$ cat src/rtl/level_pkg.sv
// Shared types and helpers for the liquid-level datapath.
// Latency: none (types and a combinational decode function only).
// Backpressure: none.
package level_pkg;

  typedef enum logic [1:0] {
    NORMAL = 2'b00,
    HIGH   = 2'b01,
    LOW    = 2'b10,
    FAULT  = 2'b11
  } alarm_state_t;

  localparam int LEVEL_MAX = 8;

  // Thermometer decode: returns {valid, level}. A word is valid only when it
  // is 2^n-1, i.e. a contiguous run of ones from bit0 with no gaps.
  function automatic logic [4:0] therm_decode(input logic [7:0] word);
    logic [4:0] res;
    res = 5'b0_0000;
    for (int n = 0; n <= LEVEL_MAX; n++) begin
      if (word == 8'((9'd1 << n) - 9'd1)) res = {1'b1, 4'(n)};
    end
    return res;
  endfunction

endpackage

$ cat src/rtl/sensor_sampler.sv
// Synchronises the sensor bus, samples it on a divided tick and filters it for stability.
// Latency: 2-cycle synchroniser; acc_vld registers the cycle after the STABLE_CNT-th equal tick.
// Backpressure: none; the accepted word is a single-cycle pulse the consumer must take.
module sensor_sampler
  import level_pkg::*;
#(
  parameter int SAMPLE_DIV = 100_000,
  parameter int STABLE_CNT = 4
) (
  input  logic       clk,
  input  logic       rst_n,
  input  logic [7:0] sensors_dat,
  output logic       acc_vld,
  output logic [7:0] acc_dat
);

  localparam int CW = $clog2(SAMPLE_DIV);
  localparam int SW = $clog2(STABLE_CNT + 1);

  logic [7:0]    sync1, sync2, prev_word, last_word;
  logic [CW-1:0] tick_cnt;
  logic [SW-1:0] stable_cnt, stable_nxt;
  logic          first_done;
  logic          tick, same, accept;

  // Tick fires on the wrap of the free-running divider.
  assign tick = (tick_cnt == CW'(SAMPLE_DIV - 1));
  assign same = (sync2 == prev_word);

  // Saturating stability count; a new word restarts at 1. Accept only on the
  // cycle the count first reaches the target, and only for a changed word
  // (or the very first word after reset).
  always_comb begin
    stable_nxt = stable_cnt;
    if (same) begin
      if (stable_cnt != SW'(STABLE_CNT)) stable_nxt = stable_cnt + 1'b1;
    end else begin
      stable_nxt = SW'(1);
    end
    accept = tick && (stable_nxt == SW'(STABLE_CNT))
             && ((stable_cnt != SW'(STABLE_CNT)) || !same)
             && (!first_done || (sync2 != last_word));
  end

  // Synchroniser, divider, stability filter and accepted-word register.
  always_ff @(posedge clk or negedge rst_n) begin
    if (!rst_n) begin
      sync1      <= 8'h00;
      sync2      <= 8'h00;
      tick_cnt   <= '0;
      stable_cnt <= '0;
      prev_word  <= 8'h00;
      last_word  <= 8'h00;
      first_done <= 1'b0;
      acc_vld    <= 1'b0;
      acc_dat    <= 8'h00;
    end else begin
      sync1    <= sensors_dat;
      sync2    <= sync1;
      tick_cnt <= tick ? '0 : tick_cnt + 1'b1;
      acc_vld  <= accept;
      if (tick) begin
        stable_cnt <= stable_nxt;
        prev_word  <= sync2;
      end
      if (accept) begin
        acc_dat    <= sync2;
        last_word  <= sync2;
        first_done <= 1'b1;
      end
    end
  end

endmodule

$ cat src/rtl/level_alarm_controller.sv
// Level alarm sequencer: sampled level decode, threshold capture and the NORMAL/HIGH/LOW/FAULT FSM.
// Latency: outputs register the cycle after an accepted word or after a threshold change.
// Backpressure: none; button edges and accepted words are consumed in the cycle they occur.
module level_alarm_controller
  import level_pkg::*;
#(
  parameter int SAMPLE_DIV = 100_000,
  parameter int STABLE_CNT = 4,
  parameter int HYST       = 1
) (
  input  logic       clk_100MHz,
  input  logic       reset_n,
  input  logic [7:0] sensors_input,
  input  logic [7:0] setup_input,
  input  logic       saveH_button,
  input  logic       saveL_button,
  output logic [3:0] level,
  output logic       level_valid,
  output logic [1:0] alarm_state,
  output logic [3:0] thr_high,
  output logic [3:0] thr_low,
  output logic       cfg_err,
  output logic       state_chg
);

  logic         acc_vld;
  logic [7:0]   acc_dat;
  logic         btn_h_q, btn_l_q, h_rise, l_rise, h_ok, l_ok, save_rej;
  logic         thr_chg;
  logic [4:0]   setup_dec, acc_dec;
  alarm_state_t state, state_nxt;
  logic [3:0]   level_nxt;
  logic         valid_nxt;

  sensor_sampler #(
    .SAMPLE_DIV (SAMPLE_DIV),
    .STABLE_CNT (STABLE_CNT)
  ) u_sampler (
    .clk         (clk_100MHz),
    .rst_n       (reset_n),
    .sensors_dat (sensors_input),
    .acc_vld     (acc_vld),
    .acc_dat     (acc_dat)
  );

  // Alarm rules in priority order; compares are 5 bits wide so lvl+HYST cannot wrap.
  function automatic alarm_state_t eval_alarm(input logic [3:0] lvl, input alarm_state_t prev,
                                              input logic [3:0] hi, input logic [3:0] lo);
    logic [4:0] l5, h5, o5, hy5;
    l5  = {1'b0, lvl};
    h5  = {1'b0, hi};
    o5  = {1'b0, lo};
    hy5 = 5'(HYST);
    if (l5 >= h5)                               return HIGH;
    else if (l5 <= o5)                          return LOW;
    else if (prev == HIGH && (l5 + hy5) >= h5)  return HIGH;
    else if (prev == LOW && l5 <= (o5 + hy5))   return LOW;
    else                                        return NORMAL;
  endfunction

  // Save validation: a lone rising edge with a valid setup code that keeps low < high.
  always_comb begin
    setup_dec = therm_decode(setup_input);
    h_rise    = saveH_button & ~btn_h_q;
    l_rise    = saveL_button & ~btn_l_q;
    h_ok      = h_rise & ~l_rise & setup_dec[4] & (setup_dec[3:0] > thr_low);
    l_ok      = l_rise & ~h_rise & setup_dec[4] & (setup_dec[3:0] < thr_high);
    save_rej  = (h_rise | l_rise) & ~(h_ok | l_ok);
  end

  // Next alarm state: an accepted word wins; otherwise a threshold change
  // re-evaluates the held level, except while in FAULT or before any valid level.
  always_comb begin
    state_nxt = state;
    level_nxt = level;
    valid_nxt = level_valid;
    acc_dec   = therm_decode(acc_dat);
    if (acc_vld) begin
      if (!acc_dec[4]) begin
        state_nxt = FAULT;
        valid_nxt = 1'b0;
      end else begin
        level_nxt = acc_dec[3:0];
        valid_nxt = 1'b1;
        state_nxt = eval_alarm(acc_dec[3:0], state, thr_high, thr_low);
      end
    end else if (thr_chg && level_valid && state != FAULT) begin
      state_nxt = eval_alarm(level, state, thr_high, thr_low);
    end
  end

  // Button edge flops and threshold registers.
  always_ff @(posedge clk_100MHz or negedge reset_n) begin
    if (!reset_n) begin
      btn_h_q  <= 1'b0;
      btn_l_q  <= 1'b0;
      thr_high <= 4'(LEVEL_MAX);
      thr_low  <= 4'd0;
      thr_chg  <= 1'b0;
      cfg_err  <= 1'b0;
    end else begin
      btn_h_q <= saveH_button;
      btn_l_q <= saveL_button;
      thr_chg <= h_ok | l_ok;
      cfg_err <= save_rej;
      if (h_ok) thr_high <= setup_dec[3:0];
      if (l_ok) thr_low  <= setup_dec[3:0];
    end
  end

  // Alarm state register with registered level and change pulse.
  always_ff @(posedge clk_100MHz or negedge reset_n) begin
    if (!reset_n) begin
      state       <= NORMAL;
      level       <= 4'd0;
      level_valid <= 1'b0;
      state_chg   <= 1'b0;
    end else begin
      state       <= state_nxt;
      level       <= level_nxt;
      level_valid <= valid_nxt;
      state_chg   <= (state_nxt != state);
    end
  end

  assign alarm_state = state;

endmodule

$ cat config.mk
export PLATFORM = sky130hd
export DESIGN_NAME = level_alarm_controller
export DESIGN_NICKNAME = d
export VERILOG_FILES = /design/src/rtl/level_pkg.sv /design/src/rtl/sensor_sampler.sv /design/src/rtl/level_alarm_controller.sv
export SDC_FILE = /design/constraint.sdc
export NUM_CORES = 1
export LEC_CHECK = 0
export CORE_MARGIN = 3
export CORE_UTILIZATION = 30
export DETAILED_ROUTE_END_ITERATION = 10
export HOLD_SLACK_MARGIN = 0.08
export PLACE_DENSITY_LB_ADDON = 0.05
export SLEW_MARGIN = 20
export SYNTH_ARGS = -nofsm -noshare
export SYNTH_HDL_FRONTEND = slang
export SYNTH_SLANG_ARGS = --single-unit
$ cat constraint.sdc
create_clock -name clk_100MHz -period 2.4 [get_ports clk_100MHz]
set_input_delay 0.24 -clock clk_100MHz [delete_from_list [all_inputs] [get_ports clk_100MHz]]
set_output_delay 0.24 -clock clk_100MHz [all_outputs]
set_load 0.05 [all_outputs]
==> results of run 1 <==
-- kinds of logic after synthesis --
group | synth area share [%]
xor+xnor | 7.76
fa+ha+maj | 13.1
flops | 43.2
simple gates | 18.6
mux | 3.59
compound gates | 11.0
buf+inv | 2.68
-- power by group through the flow --
stage	logic [uW]	clock network (uW)	registers, uW
2_1_floorplan	100	0	1340
3_3_place_gp	252	0	1310
3_5_place_dp	252	0	1310
4_1_cts	261	1630	1290
5_1_grt	305	1690	1290
6_report	272	1580	1290
-- final cells by class --
type	instances	area (um^2)
Inverter	22	82.6
Tap cell	180	225
Fill cell	1365	8050
Clock buffer	10	239
Timing Repair Buffer	92	826
Clock inverter	6	113
Multi-Input combinational cell	322	2540
Sequential cell	74	1860
-- metal layers --
| metal | up-vias | part of all wire (%) | wire, um |
|---|---|---|---|
| met5 | - | 0 | 0 |
| li1 | 1691 | - | - |
| met4 | 0 | 1.7 | 174 |
| met1 | 1624 | 47 | 4850 |
| met3 | 9 | 2.9 | 299 |
| met2 | 45 | 48 | 4880 |
-- layout by cell type, fill, tap and decap left out, types with 5 or more instances in the layout --
| master | instances |
|---|---|
| mux2_4 | 8 |
| nand2_1 | 55 |
| buf_4 | 50 |
| nand2b_1 | 6 |
| a31oi_1 | 5 |
| nand3_1 | 10 |
| ha_1 | 40 |
| o21ai_0 | 17 |
| clkbuf_16 | 9 |
| buf_6 | 5 |
| inv_1 | 21 |
| nor2_1 | 19 |
| dlymetal6s2s_1 | 6 |
| xnor2_1 | 22 |
| xor2_1 | 16 |
| a21o_1 | 5 |
| nor2b_1 | 6 |
| nand4_1 | 12 |
| nor2_2 | 5 |
| clkdlybuf4s50_1 | 28 |
| a21oi_1 | 18 |
| dfrtp_1 | 70 |
-- path summary, 6_finish.rpt --
path,endpoint,slack [ps],depth (start not counted)
setup reg to reg,state_chg,-320,13
hold reg to reg,u_sampler.sync2[1],350,0
hold / removal,u_sampler.sync1[5],340,1
setup / recovery,state_chg,-320,13
max in group asynchronous,u_sampler.acc_dat[1],1360,3
min in group asynchronous,level[0],430,2
-- stage by stage --
step | area (um^2) | TNS [ps] | setup WS [ps] | power, uW
2_1_floorplan | 4310 | -297 | -259 | 1440
3_3_place_gp | 5210 | -5340 | -526 | 1570
3_5_place_dp | 5210 | -5490 | -584 | 1570
4_1_cts | 5730 | -600 | -327 | 3180
5_1_grt | 5890 | -1030 | -481 | 3290
6_report | 5890 | -592 | -321 | 3140
-- timing repair --
item | CTS | global route
buffers inserted | 5 | 6
hold buffers | 1 | 0
pin swaps | 25 | 28
setup endpoints to repair | 11 | 13
resized for setup | 27 | 29
endpoints found under the hold margin | 36 | 0
-- state kept, by name, indices dropped and copies added, names as in the netlist --
register              count
alarm_state               2
btn_h_q                   1
btn_l_q                   1
cfg_err                   1
level                     4
level_valid               1
state_chg                 1
thr_chg                   1
thr_high                  4
thr_low                   4
u_sampler.acc_dat         8
u_sampler.acc_vld         1
u_sampler.first_done      1
u_sampler.prev_word       8
u_sampler.stable_cnt      3
u_sampler.sync1           8
u_sampler.sync2           8
u_sampler.tick_cnt       17
==> out/qor.yml, run 1 <==
outcome:
  status: "finished, violations left"
  violations: "setup timing"
worst_hold_path:
  min_from: "sensors_input[5]"
  hp-class: "in2reg"
synthesis:
  ys_seq_elements: 74
  synth_cell_type_count: 51
  synthTopCellsByArea: "dfrtp_1 43%, ha_1 13%, nand2_1 4.9%, xnor2_1 4.5%, xor2_1 3.3%"
  syn_avg_cell_area_um2: 10.1
  ys.flop_type: "dfrtp_1"
  synth.cell_area_mm2: 0.00429
  syn_nets: 490
  ys_seq_area_share_pct: 43.2
  syn_inst: 425
  ys_warn_count: 0
  synth_edf_count: 0
  yosysTopAreaCell: "dfrtp_1"
  ys_top_cells_by_count: "73 x dfrtp_1, 56 x nand2_1, 45 x ha_1, 24 x nor2_1"
  yosys.area.top_type_share_pct: 42.6
  synth_async_sr_flop_share_pct: 100
  yosysMostFrequentCell: "dfrtp_1"
layout:
  diodes: 0
  nNetsFinal: 586
  drive_above_1_share_pct: 24.7
  final-instance-count-excl-fill: 706
  utilization_pct: 42.2
  syn_to_final_growth_pct: 37.3
drt:
  route.detailed.drc: 0
  via_per_inst: 4.77
  drt-initial-drc-count: 175
  dr.pass1.iters: 4
  ant_nets: 0
  via_count: 3369
  wl_per_cell_um: 14.5
  wirelength_um: 10200
power_and_ir_drop:
  combPwrFrac_pct: 8.6
  power.density_mw_per_mm2: 534
  p_seq_share_pct: 41.1
  switching_share_pct: 22.4
  clockPowerShare_pct: 50.3
  vdd_drop_max_v: 0.000288
  p_switching_uw: 705
  internal-power_uw: 2440
  p_leak_uw: 0.00275
cts:
  clk_latency_ps: 340
  root_buffer: "clkbuf_16"
  clk_pin_slew_ps: 70
  cts_sinks: 74
  cts_made_buffers: 9
  clk_path_buf_depth: 2
  cts_tree: "yes"
  htreeDepth: 3
setup_path:
  end_kind: "flop"
  start_kind: "flop"
  cp.required_ps: 2620
  crit_top_cell: "ha_2"
  worstSetupPathType: "reg2reg"
  crit_chain: "nor4_2 > a31o_2 > a31oi_1 > nor2_2 > ha_2 > xor2_1 > ha_2 > a211oi_2 > o21bai_1 > nand4_1 > a32oi_2 > xnor2_1 > nand2_1"
  cp_data_arrival_time_ps: 2940
  crit_fanout: 6
  slowest_stage: "dfrtp_2"
  critPathBufInv: 0
  cp_top_family: "simple AND/OR/NAND/NOR gates"
  startpoint: "u_sampler.acc_dat[4]"
  crit_path_max_incr_delay_ps: 460
  timing.rr.start: "u_sampler.acc_dat[4]"
global_routing:
  top_usage_layer: "met2"
  met2_usage_pct: 22.1
  antenna_found_initial: 0
  grt_use_met3_pct: 2.52
  grt_max_degree: 39
  grt_first_pass_wirelength_um: 17300
  use_met1_pct: 18.1
  grt_usage_pct: 13.7
  grt_pass1_vias: 3421
  grt.overflow.total: 0
placement:
  port_buffers: 36
  dp.cells: 680
  place_hpwl_um: 7700
  gp_congestion: 0.771
floorplanning:
  rows: 43
  die_h_um: 126
  die-area_mm2: 0.0158
  core_area_mm2: 0.0139
  die_x_um: 126
  initial_core_util_pct: 30.8
  io_pins: 37
timing:
  max_slew.worst_pin.slew_ps: 535
  rsz0062_at_grt: "yes"
  whs_ps: 337
  period_share_pct: 113
  finClkSkew_ps: 8.42
  finalHoldViolCount: 0
  layout_min_cycle_time_ps: 2720
  finalWorstSetupSlack_ps: -321
  timing.fmax_mhz: 368
  timing.final.max_slew_violations: 0
  slew_headroom_pct: 64.4
  setup_viol: 3
job:
  cap_violations: 0
(Power assumes the default switching activity.)
==> run 2, diff against run 1 <==
--- a/config.mk
+++ b/config.mk
@@ -5,7 +5,6 @@
 export SDC_FILE = /design/constraint.sdc
 export NUM_CORES = 1
 export LEC_CHECK = 0
-export CORE_MARGIN = 3
 export CORE_UTILIZATION = 30
 export DETAILED_ROUTE_END_ITERATION = 10
 export HOLD_SLACK_MARGIN = 0.08
==> out/qor.yml, run 2 (synthesis gave the netlist of run 1 again) <==
setup_path:
  cp_data_arrival_time_ps: 2950
  critPathBufInv: 1
  crit_chain: "nor4_2 > a31o_2 > a31oi_1 > nor2_2 > inv_2 > ha_4 > nand2b_4 > a21o_1 > a211o_1 > a32oi_2 > o22a_1 > xnor2_1 > nand2_1"
  cp_top_family: "compound AO/OA/AOI/OAI gates"
  worstSetupPathType: "reg2reg"
  reg2reg_slack_ps: -340
  cp.required_ps: 2620
  crit_path_max_incr_delay_ps: 470
  end_kind: "flop"
  slowest_stage: "dfrtp_2"
  crit_fanout: 6
  start_kind: "flop"
timing:
  final.setup.tns_ps: -617
  max_slew.worst_pin.slew_ps: 506
  period_share_pct: 114
  rsz0062_at_grt: "yes"
  setup_viol: 3
  finalWorstSetupSlack_ps: -337
  slew_headroom_pct: 66.2
  timing.fmax_mhz: 365
  finalHoldViolCount: 0
  timing.final.max_slew_violations: 0
  finClkSkew_ps: 6.24
  layout_min_cycle_time_ps: 2740
layout:
  final-instance-count-excl-fill: 700
  utilization_pct: 41.1
  drive_above_1_share_pct: 22.5
  diodes: 0
  mostFrequentLayoutCell: "dfrtp_1"
  fillers: 1323
  nNetsFinal: 581
  syn_to_final_growth_pct: 33.6
  largest_register_ffs: 17
  fin_area_mm2: 0.00573
  largest_register: "u_sampler.tick_cnt"
  mostFrequentLayoutCells: "70 x dfrtp_1, 54 x nand2_1, 49 x buf_4"
power_and_ir_drop:
  clockPowerShare_pct: 45.8
  p_leak_uw: 0.00270
  power.density_mw_per_mm2: 501
  p_switching_uw: 658
  p_seq_share_pct: 45.0
  switching_share_pct: 22.9
  internal-power_uw: 2210
  combPwrFrac_pct: 9.3
  vdd_drop_max_v: 0.000290
placement:
  dp.cells: 679
  place_hpwl_um: 7500
  dpl_cell_area_mm2: 0.00520
  gp_congestion: 0.793
  port_buffers: 36
cts:
  clk_path_buf_depth: 2
  cts_made_buffers: 9
  cts_sinks: 74
  clk_latency_ps: 330
  root_buffer: "clkbuf_16"
  cts_tree: "yes"
  htreeDepth: 3
  clk_pin_slew_ps: 60
drt:
  wirelength_um: 9980
  route.detailed.drc: 0
  via_count: 3293
  ant_nets: 0
  via_per_inst: 4.70
  dr.pass1.iters: 4
  drt-initial-drc-count: 148
  wl_per_cell_um: 14.3
global_routing:
  grt_first_pass_wirelength_um: 17000
  grt_usage_pct: 15.1
  grt_max_degree: 50
  antenna_found_initial: 0
  grt_pass1_vias: 3365
  grt.overflow.total: 0
outcome:
  status: "finished, violations left"
  violations: "setup timing"
floorplanning:
  die-area_mm2: 0.0148
  io_pins: 37
  rows: 43
  core_area_mm2: 0.0139
  die_h_um: 122
  initial_core_util_pct: 30.8
  die_x_um: 122
worst_hold_path:
  hp-class: "in2reg"
job:
  cap_violations: 0
[run 2: per-layer routing]
layer  global-route usage [%]  up-vias  part of all wire (%)
met3                     3.32       14                   3.1
li1                         -     1681                     -
met1                     19.6     1557                    48
met5                        0        -                     0
met4                     5.79        0                   2.0
met2                     24.2       41                    47
[run 2: path summary, 6_finish.rpt]
path	start	to	depth (start not counted)
setup / recovery	u_sampler.acc_dat[4]	state_chg	13
hold / removal	sensors_input[2]	u_sampler.sync1[2]	1
setup reg to reg	u_sampler.acc_dat[4]	state_chg	13
hold reg to reg	u_sampler.sync1[2]	u_sampler.sync2[2]	0
max in group asynchronous	reset_n	u_sampler.acc_dat[3]	3
min in group asynchronous	reset_n	thr_low[3]	2
[run 2: worst reg2reg max path: stages, from the launching register on]
cell,delay (ps)
dfrtp_2,470
nor4_2,280
a31o_2,140
a31oi_1,90
nor2_2,200
inv_2,80
ha_4,220
nand2b_4,130
a21o_1,160
a211o_1,300
a32oi_2,180
o22a_1,200
xnor2_1,120
nand2_1,70
[run 2: stage by stage]
stage | hold slack (ps) | setup slack [ps] | total power [uW]
3_5_place_dp | 195 | -541 | 1560
3_3_place_gp | 194 | -541 | 1560
5_1_grt | 338 | -500 | 3020
4_1_cts | 331 | -341 | 2920
2_1_floorplan | -55.6 | -259 | 1440
6_report | 345 | -337 | 2870
[run 2: repair_timing]
| action | 4_1_cts | 5_1_grt |
|---|---|---|
| pin swaps | 22 | 26 |
| gates resized for setup | 23 | 22 |
| hold endpoints to repair | 24 | 0 |
| endpoints found under the setup margin | 11 | 13 |
| hold buffers | 1 | 0 |
| setup buffers | 3 | 2 |
| cloned | 0 | 0 |
[run 2: power by group through the flow]
stage	Combinational, uW	Sequential [uW]	Clock, uW
2_1_floorplan	100	1340	0
3_3_place_gp	250	1310	0
3_5_place_dp	250	1310	0
4_1_cts	258	1290	1370
5_1_grt	294	1290	1430
6_report	266	1290	1320
[run 2: area by class of cell]
type                            count  area (um^2)  share of cell area [%]
Multi-Input combinational cell    322         2500                    43.7
Sequential cell                    74         1860                    32.4
Timing Repair Buffer               87          777                    13.6
Clock buffer                       12          246                    4.30
Tap cell                          180          225                    3.93
Inverter                           22         82.6                    1.44
Clock inverter                      3         40.0                   0.699
==> run 3, diff against run 2 <==
--- a/config.mk
+++ b/config.mk
@@ -7,6 +7,7 @@
 export LEC_CHECK = 0
 export CORE_UTILIZATION = 30
 export DETAILED_ROUTE_END_ITERATION = 10
+export DONT_BUFFER_PORTS = 1
 export HOLD_SLACK_MARGIN = 0.08
 export PLACE_DENSITY_LB_ADDON = 0.05
 export SLEW_MARGIN = 20
==> out/qor.yml, run 3 (synthesis gave the netlist of run 1 again) <==
placement:
  pre_cts_ws_ps: -562
  gp_congestion: 0.786
  dpl_cell_area_mm2: 0.00490
  dp.cells: 652
  place_hpwl_um: 7540
  port_buffers: 0
drt:
  ant_nets: 0
  dr.pass1.iters: 4
  via_per_inst: 4.72
  route.detailed.drc: 0
  via_count: 3239
  wirelength_um: 9910
  drt-initial-drc-count: 113
  wl_per_cell_um: 14.4
cts:
  clk_pin_slew_ps: 60
  cts_sinks: 74
  root_buffer: "clkbuf_16"
  htreeDepth: 3
  cts_tree: "yes"
  clk_latency_ps: 340
  clk_path_buf_depth: 2
  cts_made_buffers: 9
worst_hold_path:
  hp-class: "in2reg"
  hold_path_end: "cfg_err"
  holdPathStages: 2
  min_from: "saveL_button"
setup_path:
  worstSetupPathType: "reg2reg"
  crit_chain: "buf_6 > a31o_2 > a31oi_4 > nor2_4 > ha_2 > xor2_1 > ha_2 > o21ai_1 > o21bai_1 > nand4_1 > a32oi_2 > xnor2_1 > nand2_1"
  critPathBufInv: 1
  crit_fanout: 4
  slowest_stage: "dfrtp_2"
  r2r_cells: 13
  reg2reg_slack_ps: -270
  timing.rr.start: "u_sampler.acc_dat[1]"
  start_kind: "flop"
  end_kind: "flop"
  crit_top_cell: "ha_2"
  cp.required_ps: 2620
  cp_data_arrival_time_ps: 2890
  crit_cells: 13
  cp_top_family: "compound AO/OA/AOI/OAI gates"
  crit_path_max_incr_delay_ps: 440
  r2r_end: "state_chg"
timing:
  layout_min_cycle_time_ps: 2670
  rsz0062_at_grt: "yes"
  slew_headroom_pct: 69.6
  setup_viol: 2
  timing.final.max_slew_violations: 0
  timing.fmax_mhz: 374
  finalHoldViolCount: 0
  finClkSkew_ps: 4.05
  max_slew.worst_pin.slew_ps: 451
  period_share_pct: 111
  finalWorstSetupSlack_ps: -271
global_routing:
  grt_first_pass_wirelength_um: 16700
  grt.overflow.total: 0
  grt_max_degree: 75
  antenna_found_initial: 0
  grt_usage_pct: 14.9
  grt_pass1_vias: 3242
floorplanning:
  die-area_mm2: 0.0148
  io_pins: 37
  initial_core_util_pct: 30.8
  core_area_mm2: 0.0139
  rows: 43
  die_h_um: 122
  die_x_um: 122
layout:
  fin_area_mm2: 0.00554
  mostFrequentLayoutCells: "70 x dfrtp_1, 57 x buf_4, 56 x nand2_1"
  diodes: 0
  drive_above_1_share_pct: 23.5
  ff_latch_area_mm2: 0.00186
  fillers: 1405
  largest_register_ffs: 17
  multi_input_comb_area_mm2: 0.00246
  final-instance-count-excl-fill: 686
  syn_to_final_growth_pct: 29.1
  mostFrequentLayoutCell: "dfrtp_1"
  nNetsFinal: 566
  largest_register: "u_sampler.tick_cnt"
outcome:
  violations: "setup timing"
  status: "finished, violations left"
power_and_ir_drop:
  p_leak_uw: 0.00261
  vdd_drop_max_v: 0.000313
  power.density_mw_per_mm2: 531
  total_power_uw: 2940
job:
  cap_violations: 0
## run 3: through the flow
step | setup TNS [ps] | hold slack, ps | utilization (%)
3_5_place_dp | -1630 | -52.9 | 35.2
6_report | -408 | 158 | 39.7
2_1_floorplan | -297 | -55.6 | -
3_3_place_gp | -1560 | -53.7 | 35.2
5_1_grt | -793 | 176 | 39.7
4_1_cts | -324 | 154 | 39.0
## run 3: worst reg2reg max path, cell delays in order, from the launching register on
cell	delay (ps)
dfrtp_2	440
buf_6	130
a31o_2	260
a31oi_4	180
nor2_4	60
ha_2	180
xor2_1	160
ha_2	310
o21ai_1	50
o21bai_1	160
nand4_1	130
a32oi_2	280
xnor2_1	140
nand2_1	70
## run 3: how the worst max path moves through the flow
stage | from | end | slack, ps
final | u_sampler.acc_dat[1] | state_chg | -270
after global routing | u_sampler.acc_dat[4] | state_chg | -430
after CTS | u_sampler.acc_dat[3] | state_chg | -280
after detailed placement | u_sampler.acc_dat[3] | state_chg | -560
after global placement | u_sampler.acc_dat[3] | state_chg | -470
after floorplan | u_sampler.acc_dat[4] | state_chg | -260
## run 3: report_power, final
group	internal (uW)	switching, uW
Combinational	90.7	127
Clock	909	518
Sequential	1270	23.2
Total	2270	669
## run 3: cell type report
| cell class | count | share of cell area, % |
|---|---|---|
| Multi-Input combinational cell | 322 | 44.5 |
| Timing Repair Buffer | 72 | 10.8 |
| Clock inverter | 5 | 1.42 |
| Clock buffer | 11 | 4.20 |
| Inverter | 22 | 1.49 |
| Sequential cell | 74 | 33.5 |
| Tap cell | 180 | 4.07 |
## run 3: layer usage
metal  vias up  track usage [%]  part of all wire (%)
met4         0             5.56                   1.3
met2        43             23.8                    47
met3        10             3.56                   3.2
li1       1648                -                     -
met1      1538             19.6                    49
met5         -                0                     0
## run 3: what timing repair did
item,4_1_cts,5_1_grt
setup buffers,2,4
endpoints found under the setup margin,3,10
hold buffers,12,0
hold endpoints to repair,85,0
resized for setup,14,14
pin swaps,8,12
